File: src/rtl/fifo_defs_pkg.sv
// Shared FIFO sizing definitions for transaction-layer blocks.
// Any block that stores or compares an occupancy count sizes it with
// cnt_size() so that all count ports along a channel agree in width.
package fifo_defs;

    localparam int DEF_MEM_DEPTH = 8;
    localparam int DEF_WORD_SIZE = 10;

    // Width needed to hold an occupancy value in the range 0..depth.
    function automatic int cnt_size(input int depth);
        return $clog2(depth) + 1;
    endfunction

endpackage

File: src/rtl/memoria_dp.sv
// Dual-port storage array: one write port, one registered read port.
// The array is never reset. Only the read data register is reset, so the
// output is defined right after reset.
module memoria_dp #(
    parameter int DEPTH = 8,
    parameter int WIDTH = 10,
    parameter int PTR_W = 3
) (
    input  logic             clk,
    input  logic             reset_L,
    input  logic             wr_en,
    input  logic [PTR_W-1:0] wr_addr,
    input  logic [WIDTH-1:0] wr_data,
    input  logic             rd_en,
    input  logic [PTR_W-1:0] rd_addr,
    output logic [WIDTH-1:0] rd_data
);

    logic [WIDTH-1:0] mem_r [DEPTH];
    logic [WIDTH-1:0] rd_data_r;

    // Write port: store the incoming word. The array itself has no reset.
    always_ff @(posedge clk) begin
        if (wr_en) begin
            mem_r[wr_addr] <= wr_data;
        end
    end

    // Read port: register the addressed word. When both ports hit the same
    // address on the same edge, the old word is returned (read before write).
    always_ff @(posedge clk or negedge reset_L) begin
        if (!reset_L) begin
            rd_data_r <= '0;
        end else if (rd_en) begin
            rd_data_r <= mem_r[rd_addr];
        end
    end

    assign rd_data = rd_data_r;

endmodule

File: src/rtl/fifo_umbrales.sv
// Synchronous FIFO with occupancy count, run-time almost-full and
// almost-empty thresholds, and sticky overflow and underflow flags.
// It holds the pointers, count and error state. The words live in memoria_dp.
module fifo_umbrales
    import fifo_defs::*;
#(
    parameter int MEM_DEPTH = DEF_MEM_DEPTH,
    parameter int WORD_SIZE = DEF_WORD_SIZE,
    parameter int PTR_SIZE  = $clog2(MEM_DEPTH),
    parameter int CNT_SIZE  = cnt_size(MEM_DEPTH)
) (
    input  logic                 clk,
    input  logic                 reset_L,
    input  logic                 wr_en,
    input  logic [WORD_SIZE-1:0] data_in,
    input  logic                 rd_en,
    input  logic [CNT_SIZE-1:0]  umbral_alto,
    input  logic [CNT_SIZE-1:0]  umbral_bajo,
    output logic [WORD_SIZE-1:0] data_out,
    output logic                 valid_out,
    output logic [CNT_SIZE-1:0]  fifo_count,
    output logic                 full,
    output logic                 empty,
    output logic                 almost_full,
    output logic                 almost_empty,
    output logic                 err_overflow,
    output logic                 err_underflow
);

    localparam logic [PTR_SIZE-1:0] LAST_PTR = PTR_SIZE'(MEM_DEPTH - 1);
    localparam logic [CNT_SIZE-1:0] FULL_CNT = CNT_SIZE'(MEM_DEPTH);

    logic [PTR_SIZE-1:0] wr_ptr_r;
    logic [PTR_SIZE-1:0] rd_ptr_r;
    logic [CNT_SIZE-1:0] count_r;
    logic                valid_r;
    logic                err_ovf_r;
    logic                err_unf_r;

    logic                full_s;
    logic                empty_s;
    logic                rd_ok_s;
    logic                wr_ok_s;
    logic                ovf_evt_s;
    logic                unf_evt_s;
    logic [PTR_SIZE-1:0] wr_ptr_nxt_s;
    logic [PTR_SIZE-1:0] rd_ptr_nxt_s;
    logic [CNT_SIZE-1:0] count_nxt_s;

    // Status flags decode the registered count directly, so a threshold
    // change is visible in the same cycle.
    always_comb begin
        full_s       = (count_r == FULL_CNT);
        empty_s      = (count_r == {CNT_SIZE{1'b0}});
        almost_full  = (count_r >= umbral_alto);
        almost_empty = (count_r <= umbral_bajo);
    end

    // Accept logic. A read frees a slot in the same cycle, so a full FIFO can
    // take a write together with a read. There is no fall-through when empty.
    always_comb begin
        rd_ok_s   = rd_en && !empty_s;
        wr_ok_s   = wr_en && (!full_s || rd_ok_s);
        ovf_evt_s = wr_en && !wr_ok_s;
        unf_evt_s = rd_en && empty_s;
    end

    // Next pointers wrap explicitly at MEM_DEPTH-1, so the depth need not be
    // a power of two.
    always_comb begin
        wr_ptr_nxt_s = wr_ptr_r;
        rd_ptr_nxt_s = rd_ptr_r;
        if (wr_ok_s) begin
            if (wr_ptr_r == LAST_PTR) begin
                wr_ptr_nxt_s = {PTR_SIZE{1'b0}};
            end else begin
                wr_ptr_nxt_s = wr_ptr_r + PTR_SIZE'(1);
            end
        end else begin
            wr_ptr_nxt_s = wr_ptr_r;
        end
        if (rd_ok_s) begin
            if (rd_ptr_r == LAST_PTR) begin
                rd_ptr_nxt_s = {PTR_SIZE{1'b0}};
            end else begin
                rd_ptr_nxt_s = rd_ptr_r + PTR_SIZE'(1);
            end
        end else begin
            rd_ptr_nxt_s = rd_ptr_r;
        end
    end

    // Occupancy update. A simultaneous read and write leaves the count unchanged.
    always_comb begin
        count_nxt_s = count_r;
        case ({wr_ok_s, rd_ok_s})
            2'b10:   count_nxt_s = count_r + CNT_SIZE'(1);
            2'b01:   count_nxt_s = count_r - CNT_SIZE'(1);
            default: count_nxt_s = count_r;
        endcase
    end

    // Control state: pointers, count, read-valid pulse and sticky error flags.
    always_ff @(posedge clk or negedge reset_L) begin
        if (!reset_L) begin
            wr_ptr_r  <= '0;
            rd_ptr_r  <= '0;
            count_r   <= '0;
            valid_r   <= 1'b0;
            err_ovf_r <= 1'b0;
            err_unf_r <= 1'b0;
        end else begin
            wr_ptr_r  <= wr_ptr_nxt_s;
            rd_ptr_r  <= rd_ptr_nxt_s;
            count_r   <= count_nxt_s;
            valid_r   <= rd_ok_s;
            err_ovf_r <= err_ovf_r | ovf_evt_s;
            err_unf_r <= err_unf_r | unf_evt_s;
        end
    end

    memoria_dp #(
        .DEPTH (MEM_DEPTH),
        .WIDTH (WORD_SIZE),
        .PTR_W (PTR_SIZE)
    ) u_mem (
        .clk     (clk),
        .reset_L (reset_L),
        .wr_en   (wr_ok_s),
        .wr_addr (wr_ptr_r),
        .wr_data (data_in),
        .rd_en   (rd_ok_s),
        .rd_addr (rd_ptr_r),
        .rd_data (data_out)
    );

    assign valid_out     = valid_r;
    assign fifo_count    = count_r;
    assign full          = full_s;
    assign empty         = empty_s;
    assign err_overflow  = err_ovf_r;
    assign err_underflow = err_unf_r;

endmodule

File: config.mk
export PLATFORM = sky130hd
export DESIGN_NAME = fifo_umbrales
export DESIGN_NICKNAME = d
export VERILOG_FILES = /design/src/rtl/fifo_defs_pkg.sv /design/src/rtl/memoria_dp.sv /design/src/rtl/fifo_umbrales.sv
export SDC_FILE = /design/constraint.sdc
export NUM_CORES = 1
export LEC_CHECK = 0
export CORE_UTILIZATION = 30
export DETAILED_ROUTE_END_ITERATION = 8
export PLACE_DENSITY = 0.57
export SLEW_MARGIN = 5
export SYNTH_ARGS = -nofsm -noshare
export SYNTH_HDL_FRONTEND = slang
export SYNTH_SLANG_ARGS = --single-unit
File: constraint.sdc
create_clock -name clk -period 3.5 [get_ports clk]
set_input_delay 0.7 -clock clk [delete_from_list [all_inputs] [get_ports clk]]
set_output_delay 0.7 -clock clk [all_outputs]
set_load 0.005 [all_outputs]
==> results of run 1 <==
## power breakdown
part | total [W] | switching, W | internal [W]
registers | 0.00184 | 0.000246 | 0.00159
logic | 0.00137 | 0.000627 | 0.000746
clock network | 0.000974 | 0.000418 | 0.000556
total | 0.00418 | 0.00129 | 0.00289
## worst max-delay path, delay by kind of cell
family / cells / cell delay [ns]
simple gates: 1 / 0.14
compound gates: 3 / 0.46
fa+ha+maj: 1 / 0.29
buf+inv: 3 / 1.02
## worst min path at each step
stage	to	cells past startpoint
after floorplan	err_overflow	0
after global placement	err_underflow	1
after detailed placement	err_underflow	1
after CTS	err_underflow	1
after global routing	err_underflow	1
final	err_underflow	1
## metal layers
layer	vias to the layer above	track usage, %	share of wire [%]
met5	-	0	0
met4	0	6.25	1.9
met3	10	1.72	2.9
met2	41	20.0	48
met1	1215	16.1	47
li1	1181	-	-
## stage by stage
stage	cell area [um2]	hold WS (ns)
5_1_grt	5360	0.475
6_report	5360	0.460
2_1_floorplan	4380	0.404
4_1_cts	5360	0.462
3_5_place_dp	5070	0.447
3_3_place_gp	5070	0.440
## final cells by class
cell class,instances,area [um2]
Timing Repair Buffer,55,518
Clock buffer,11,233
Fill cell,1305,8680
Inverter,12,45.0
Sequential cell,103,2980
Tap cell,180,225
Multi-Input combinational cell,155,1300
Clock inverter,5,57.6
## layout by cell type (no fill, tap or decap), types with 2 or more instances in the layout
cell,netlist,final
edfxtp_1,80,80
nand2b_1,5,5
buf_4,3,13
clkinv_2,0,2
nor3_1,6,6
o21a_1,2,2
a21o_1,7,7
nand2_1,19,19
clkdlybuf4s50_1,0,42
mux2i_1,22,22
inv_1,12,12
clkbuf_1,2,2
a221o_1,10,10
nor2_1,7,7
ha_1,14,14
mux2_2,21,21
xor2_1,2,2
o211ai_1,2,2
clkbuf_16,0,9
o22ai_1,10,10
o21ai_0,12,12
dfrtp_1,23,22
nor2b_1,2,2
xnor2_1,2,2
## sequential cells by signal, summed over array words and instances (netlist names)
name and flops:
u_mem.mem_r 80, u_mem.rd_data 10, fifo_count 4, rd_ptr_r 3, wr_ptr_r 3, err_overflow 1, err_underflow 1, valid_out 1
## cells by family after synthesis
logic type | synth area share (%)
buf+inv | 2.48
flops | 68.0
simple gates | 4.91
compound gates | 8.62
mux | 10.8
xor+xnor | 0.800
fa+ha+maj | 4.45
==> impl_metrics.py, run 1 <==
metrics = {
    "sta": {
        "fmax_mhz": 302,
        "fin_crit_sh_pct": 94.5,
        "maxSlewHeadroom_pct": 35.7,
        "worstMarginPinSlew_ns": 0.962,
        "worst_clock_skew_ns": 0.00416,
        "layout_setup_ws_ns": 0.193,
        "setup-violations-final": 0,
        "hold_viol": 0,
        "maxSlewViolCount": 0,
        "finalSetupTns_ns": 0,
        "post-route-min-period_ns": 3.31,
        "rsz0062_at_grt": "false",
    },
    "drt": {
        "first_pass_iters": 6,
        "routed_via_density": 4.70,
        "drt-total-wl_um": 8550,
        "drt_first_iter_violations": 131,
        "avgRoutedWirePerCell_um": 16.4,
        "drc": 0,
        "route.vias.total": 2447,
        "ant_nets": 0,
    },
    "worst_setup_path": {
        "path_cells": "clkdlybuf4s50_1 > inv_1 > ha_1 > nor2b_1 > o21a_1 > o21a_1 > o21ai_0 > clkdlybuf4s50_1",
        "rrSetupSlack_ns": 1.27,
        "worstPathArrival_ns": 2.61,
        "setup.worst_path.end_class": "primary output",
        "cp_max_fo": 2,
        "cp.required_ns": 2.80,
        "cp-endpoint": "almost_empty",
        "start_kind": "input pin",
        "r2r-start": "fifo_count[1]",
        "reg2reg_depth": 8,
        "slowest_stage": "clkdlybuf4s50_1",
        "critical_path_class": "input pin to primary output",
        "max_stage_delay_ns": 0.52,
        "startpoint": "umbral_bajo[1]",
        "reg2reg_to": "fifo_count[3]",
    },
    "placement": {
        "place_inst": 505,
        "portBuffers": 42,
        "place_congestion": 0.746,
        "dp_hpwl_um": 5500,
        "place_ws_ns": 0.189,
    },
    "synth": {
        "syn_inst": 281,
        "synth_top_cells_by_area": "edfxtp_1, dfrtp_1, mux2_2",
        "ys.flop_type": "edfxtp_1",
        "avgSynthCellArea_um2": 15.6,
        "synth_edf_count": 80,
        "syn-num-nets": 318,
        "synth_cell_types": 36,
        "yosysWarnings": 0,
        "yosysMostFrequentCell": "edfxtp_1",
        "ys_ff_latch": 103,
        "synth_area_mm2": 0.00438,
        "yosys.area.top_type": "edfxtp_1",
        "yosys-top-cells-count": "edfxtp_1, dfrtp_1, mux2i_1",
        "ys_seq_area_share_pct": 68.0,
        "synthArstFlopShare_pct": 22.3,
        "synth_top_area_share_pct": 54.8,
    },
    "finish": {
        "fin_util_pct": 38.2,
        "layout-drive-gt1-share_pct": 17.0,
        "instances_no_fill": 521,
        "diodes": 0,
        "nNetsFinal": 373,
        "synthToLayoutAreaGrowth_pct": 22.3,
    },
    "job": {
        "drv_cap": 0,
    },
    "clocking": {
        "clk_latency_ns": 0.34,
        "cts_hold_buf": 0,
        "cts-buffers-inserted": 9,
        "clk_path_buf_depth": 2,
        "cts.clk_slew.worst_paths_ns": 0.06,
        "cts_resized": 0,
        "root_buffer": "clkbuf_16",
        "cts_setup_buffers": 0,
        "clkSinkCount": 103,
        "cts_tree": "yes",
        "h-tree-depth": 3,
    },
    "worst_hold_path": {
        "min_from": "err_underflow",
        "hp-class": "flop to flop",
    },
    "power_and_ir_drop": {
        "p_leak_nw": 2.01,
        "vdd.ir_drop.worst_mv": 0.297,
        "power.total_w": 0.00418,
        "powerDensity_mw_per_mm2": 781,
    },
    "floorplan": {
        "rows": 43,
        "die_area_mm2": 0.0151,
        "ios": 43,
        "dieWidth_um": 123,
        "core_mm2": 0.0140,
        "initial_utilization_pct": 31.2,
        "fp.dieH_um": 123,
    },
    "global_route": {
        "grt_max_degree": 29,
        "grt_antenna_before_repair": 0,
        "grt_first_pass_wirelength_um": 13400,
        "grt_usage_pct": 12.3,
        "grt_pass1_vias": 2472,
        "overflow": 0,
    },
    "status": {
        "run_status": "finished clean",
    },
}
Power figures use the tool's default switching activity.
==> run 2: changes to the inputs <==
SETUP_SLACK_MARGIN = 0.05   (was default)
==> results of run 2 <==
Same layout as run 1: the final DEF is identical, and so are final timing and power.
==> run 3: changes to the inputs <==
PLACE_DENSITY = 0.59   (was 0.57)
clock period = 2.9 ns   (was 3.5 ns; I/O delays follow)
==> run 3 against run 2 <==
Against the previous run:
- die area is the same
- hold slack lost 0.0025 ns
- highest routed layer unchanged
- design area grew 0.19%
==> impl_metrics.py, run 3 (synthesized netlist as in run 1, its figures left out) <==
metrics = {
    "worst_setup_path": {
        "cp_num_buf_inv": 2,
        "startpoint": "umbral_alto[0]",
        "critPathTopFamily": "buffers and inverters",
        "r2r-start": "fifo_count[1]",
        "start_kind": "input pin",
        "cp.required_ns": 2.32,
        "max_stage_delay_ns": 0.41,
        "worstPathArrival_ns": 2.17,
        "setup.worst_path.end_class": "primary output",
        "cpMostUsedCell": "a21o_1",
        "slowest_stage": "clkdlybuf4s50_1",
        "cp_max_fo": 1,
        "path_cells": "clkdlybuf4s50_1 > ha_1 > nand2b_1 > a21o_1 > a21o_1 > a21o_1 > dlygate4sd2_1",
        "critical_path_class": "input pin to primary output",
    },
    "sta": {
        "maxSlewHeadroom_pct": 41.7,
        "post-route-min-period_ns": 2.75,
        "fmax_mhz": 364,
        "maxSlewViolCount": 0,
        "worst_clock_skew_ns": 0.00923,
        "worstMarginPinSlew_ns": 0.871,
        "rsz0062_at_grt": "false",
        "setup-violations-final": 0,
        "hold_viol": 0,
        "fin_crit_sh_pct": 94.8,
    },
    "clocking": {
        "cts.clk_slew.worst_paths_ns": 0.07,
        "clk_path_buf_depth": 2,
        "cts-buffers-inserted": 9,
        "cts_tree": "yes",
        "cts_setup_buffers": 0,
        "root_buffer": "clkbuf_16",
        "clk_latency_ns": 0.35,
        "clkSinkCount": 103,
        "h-tree-depth": 3,
    },
    "drt": {
        "avgRoutedWirePerCell_um": 16.1,
        "first_pass_iters": 4,
        "routed_via_density": 4.71,
        "drc": 0,
        "drt_first_iter_violations": 106,
        "drt-total-wl_um": 8420,
        "route.vias.total": 2463,
        "ant_nets": 0,
    },
    "global_route": {
        "grt_antenna_before_repair": 0,
        "overflow": 0,
        "grt_pass1_vias": 2482,
        "grt_usage_pct": 12.1,
        "grt_first_pass_wirelength_um": 13200,
        "grt_max_degree": 27,
    },
    "finish": {
        "nNetsFinal": 375,
        "top_register": "u_mem.mem_r",
        "nFillCells": 1291,
        "finalInstanceArea_mm2": 0.00537,
        "largest_reg_flops": 80,
        "synthToLayoutAreaGrowth_pct": 22.5,
        "diodes": 0,
        "fin_util_pct": 38.2,
        "layout-drive-gt1-share_pct": 19.0,
        "final_common_cell": "edfxtp_1",
        "final_cell_mix": "edfxtp_1, clkdlybuf4s50_1, mux2i_1",
    },
    "floorplan": {
        "die_area_mm2": 0.0151,
        "ios": 43,
        "rows": 43,
        "core_mm2": 0.0140,
        "initial_utilization_pct": 31.2,
        "fp.dieH_um": 123,
        "dieWidth_um": 123,
    },
    "placement": {
        "placed_cell_area_mm2": 0.00508,
        "dp_hpwl_um": 5530,
        "place_congestion": 0.740,
        "portBuffers": 42,
    },
    "worst_hold_path": {
        "min_from": "err_underflow",
        "hp-class": "flop to flop",
    },
    "status": {
        "run_status": "finished clean",
    },
    "job": {
        "drv_cap": 0,
    },
    "power_and_ir_drop": {
        "p_leak_nw": 2.02,
        "powerDensity_mw_per_mm2": 938,
        "vdd.ir_drop.worst_mv": 0.319,
    },
}
==> run 3: repair_timing <==
| action | 4_1_cts | 5_1_grt |
|---|---|---|
| hold buffers | 0 | 0 |
| pin swaps | 0 | 0 |
| hold endpoints to repair | 0 | 0 |
| setup endpoints to repair | 2 | 1 |
| gates cloned | 0 | 0 |
| resized for setup | 4 | 3 |
==> run 3: cell type report <==
| cell class | instances | area [um2] | area share, % |
|---|---|---|---|
| clock buffer | 9 | 225 | 4.19 |
| clock inverter | 7 | 65.1 | 1.21 |
| inverter | 12 | 45.0 | 0.839 |
| multi-input combinational | 155 | 1300 | 24.2 |
| sequential | 103 | 2980 | 55.5 |
| tap | 180 | 225 | 4.19 |
| timing repair buffer | 57 | 527 | 9.81 |
==> run 3: per-layer routing <==
layer / GRT usage, % / up-vias / wire length (um)
met5: 0 / - / 0
met4: 4.57 / 0 / 118
met3: 2.93 / 15 / 318
met2: 20.0 / 54 / 4000
met1: 15.2 / 1206 / 3990
li1: - / 1188 / -
==> run 3: final timing paths <==
check | slack (ns) | to | cells after the start
hold / removal | 0.46 | err_underflow | 1
hold reg to reg | 0.46 | err_underflow | 1
setup reg to reg | 0.68 | fifo_count[3] | 8
setup / recovery | 0.15 | almost_full | 7
min in group asynchronous | 0.59 | u_mem.rd_data[5] | 2
max in group asynchronous | 2.05 | fifo_count[0] | 2
==> run 3: report_power, final <==
part | switching (W) | internal [W]
Combinational | 0.000799 | 0.000901
Sequential | 0.000249 | 0.00192
Clock | 0.000567 | 0.000602
Total | 0.00161 | 0.00342
==> run 3: per-stage QoR <==
| stage | setup WS [ns] | setup TNS (ns) | power (W) | hold slack (ns) | cells |
|---|---|---|---|---|---|
| finish | 0.151 | 0 | 0.00504 | 0.457 | 523 |
| global route | 0.0611 | 0 | 0.00536 | 0.490 | 523 |
| CTS | 0.102 | 0 | 0.00510 | 0.459 | 523 |
| floorplan | 0.587 | 0 | 0.00324 | 0.284 | 281 |
| detailed placement | -0.181 | -0.231 | 0.00395 | 0.443 | 507 |
| global placement | -0.123 | -0.136 | 0.00388 | 0.441 | 507 |
==> variant: new RTL, flow settings as in run 2 <==
The package constant `DEF_MEM_DEPTH` goes from 8 to 16.
--- a/src/rtl/fifo_defs_pkg.sv
+++ b/src/rtl/fifo_defs_pkg.sv
@@ -3,7 +3,7 @@
 // cnt_size() so that all count ports along a channel agree in width.
 package fifo_defs;
 
-    localparam int DEF_MEM_DEPTH = 8;
+    localparam int DEF_MEM_DEPTH = 16;
     localparam int DEF_WORD_SIZE = 10;
 
     // Width needed to hold an occupancy value in the range 0..depth.
Ports: changed (resized fifo_count, umbral_alto and umbral_bajo); port bits go from 43 to 46. The function was not compared with the original's and may differ.
==> variant against run 2 <==
  * Design area grew 68%
  * Critical path depth down 1
  * Setup slack gained 0.16 ns
  * Power up 64%
  * Routed wire length increased by 76%
  * Sequential cell count increased by 83
  * Synthesized area rose by 74%
  * Fmax up 5.1%
  * Critical path type unchanged
  * Critical endpoint unchanged
==> variant: results (changes against run 2) <==
| Metric | Value |
|---|---|
| Seq area share | `60.5% (+4.9 points)` |
| First-pass GRT wire length | `23700 µm (+76%)` |
| Non-clk buf share | `5.72% (-3.9 points)` |
| Synthesized netlist net count | `447 (+41%)` |
| Power Density | `759 nW/µm² (-2.7%)` |
| HPWL Detailed | `9720 µm (+77%)` |
| Non-filler instance count after layout | `796 (+53%)` |
| Pin count of the biggest net entering global routing | `27 (-6.9%)` |
| Final Wtd Congestion | `0.744 (-0.28%)` |
| Synth cell count leaders | `edfxtp_1 (160), mux4_2 (40), dfrtp_1 (26)` |
| Distinct cells, synth | `40 (+11%)` |
| Worst IR drop on VDD | `0.000433 V (+46%)` |
| DRT Pass-1 Iters | `4 (-2)` |
| Syn Inst Count | `404 (+44%)` |
| Cell Int Power | `4.82 mW (+67%)` |
| EDFF count, synth | `160 (+100%)` |
| Clock buf/inv share | `6.24% (+0.83 points)` |
| Routed metal-1 wire length | `6580 µm (+63%)` |
| Logic power comb | `1.98 mW (+45%)` |
| H-Tree Depth | `4 (+1)` |
| Req. time, crit path | `2.80 ns (about the same)` |
| Initial DRC Count | `230 (+76%)` |
| Inverters | `15 (+3)` |
| M3 GR Usage | `2.82% (+1.1 points)` |
| Die W | `161 µm (+31%)` |
| Clk_skew | `0.00938 ns (+0.00522 ns)` |
| Status | `complete, no violations` |
| Vias in the first global route | `3943 (+60%)` |
| DP Worst Slack | `0.356 ns (+0.167 ns)` |
| GR Layer Usage met2 | `21.1% (+1.1 points)` |
| WL met2 | `7770 µm (+90%)` |
| Mux share of post-synthesis cell area | `14.2% (+3.4 points)` |
| Layout clock buffers | `17 (+6)` |
| Routing usage on met1 | `15.7% (-0.42 points)` |
| Largest class | `flip-flops and latches` |
| Synth-to-Final Area Change | `18.4%` |
| Met3 WL | `551 µm (+120%)` |
| Compound-Gate Fraction of Synth Area | `4.90% (-3.7 points)` |
| Synth top area cells | `edfxtp_1 (63%), mux4_2 (12%), dfrtp_1 (8.5%), ha_1 (3.0%), o22ai_1 (1.8%)` |
| Multi-input gate area in the final layout | `2020 µm² (+55%)` |
| Leakage | `3.04 nW (+51%)` |
| Total Wirelength | `15100 µm (+76%)` |
| PortBufs | `45 (+7.1%)` |
| Clk_lat worst skew | `0.43 ns (+0.09 ns)` |
| Worst-margin pin slew | `0.787 ns (-0.175 ns)` |
| Share of layout cells above drive strength 1 | `21.0% (+4.0 points)` |
| Asr flop ratio synth | `14.0% (-8.4 points)` |
| Post-layout nets | `502 (+35%)` |
| Crit Path Max Fanout | `2 (unchanged)` |
[variant: cell count changes after synthesis, moves of 11 or more]
| cell | change |
|---|---|
| nand2_1 | -11 |
| mux2i_1 | -22 |
| a21oi_1 | +17 |
| edfxtp_1 | +80 |
| mux4_2 | +40 |
| o22ai_1 | +12 |
[variant: path summary, 6_finish.rpt]
kind                           startpoint       endpoint  slack [ns]  cells after the start
setup / recovery           umbral_bajo[1]   almost_empty        0.35                      7
hold / removal               err_overflow   err_overflow        0.46                      1
setup reg to reg            fifo_count[1]  fifo_count[4]        0.63                      9
hold reg to reg              err_overflow   err_overflow        0.46                      1
max in group asynchronous         reset_L    rd_ptr_r[1]        2.57                      2
min in group asynchronous         reset_L  err_underflow        0.65                      2
[variant: critical path, cell delays in order]
cell	delay, ns
clkdlybuf4s50_1	0.46
inv_1	0.04
ha_1	0.31
a21oi_1	0.14
o22ai_1	0.08
o22ai_1	0.17
clkdlybuf4s50_1	0.53
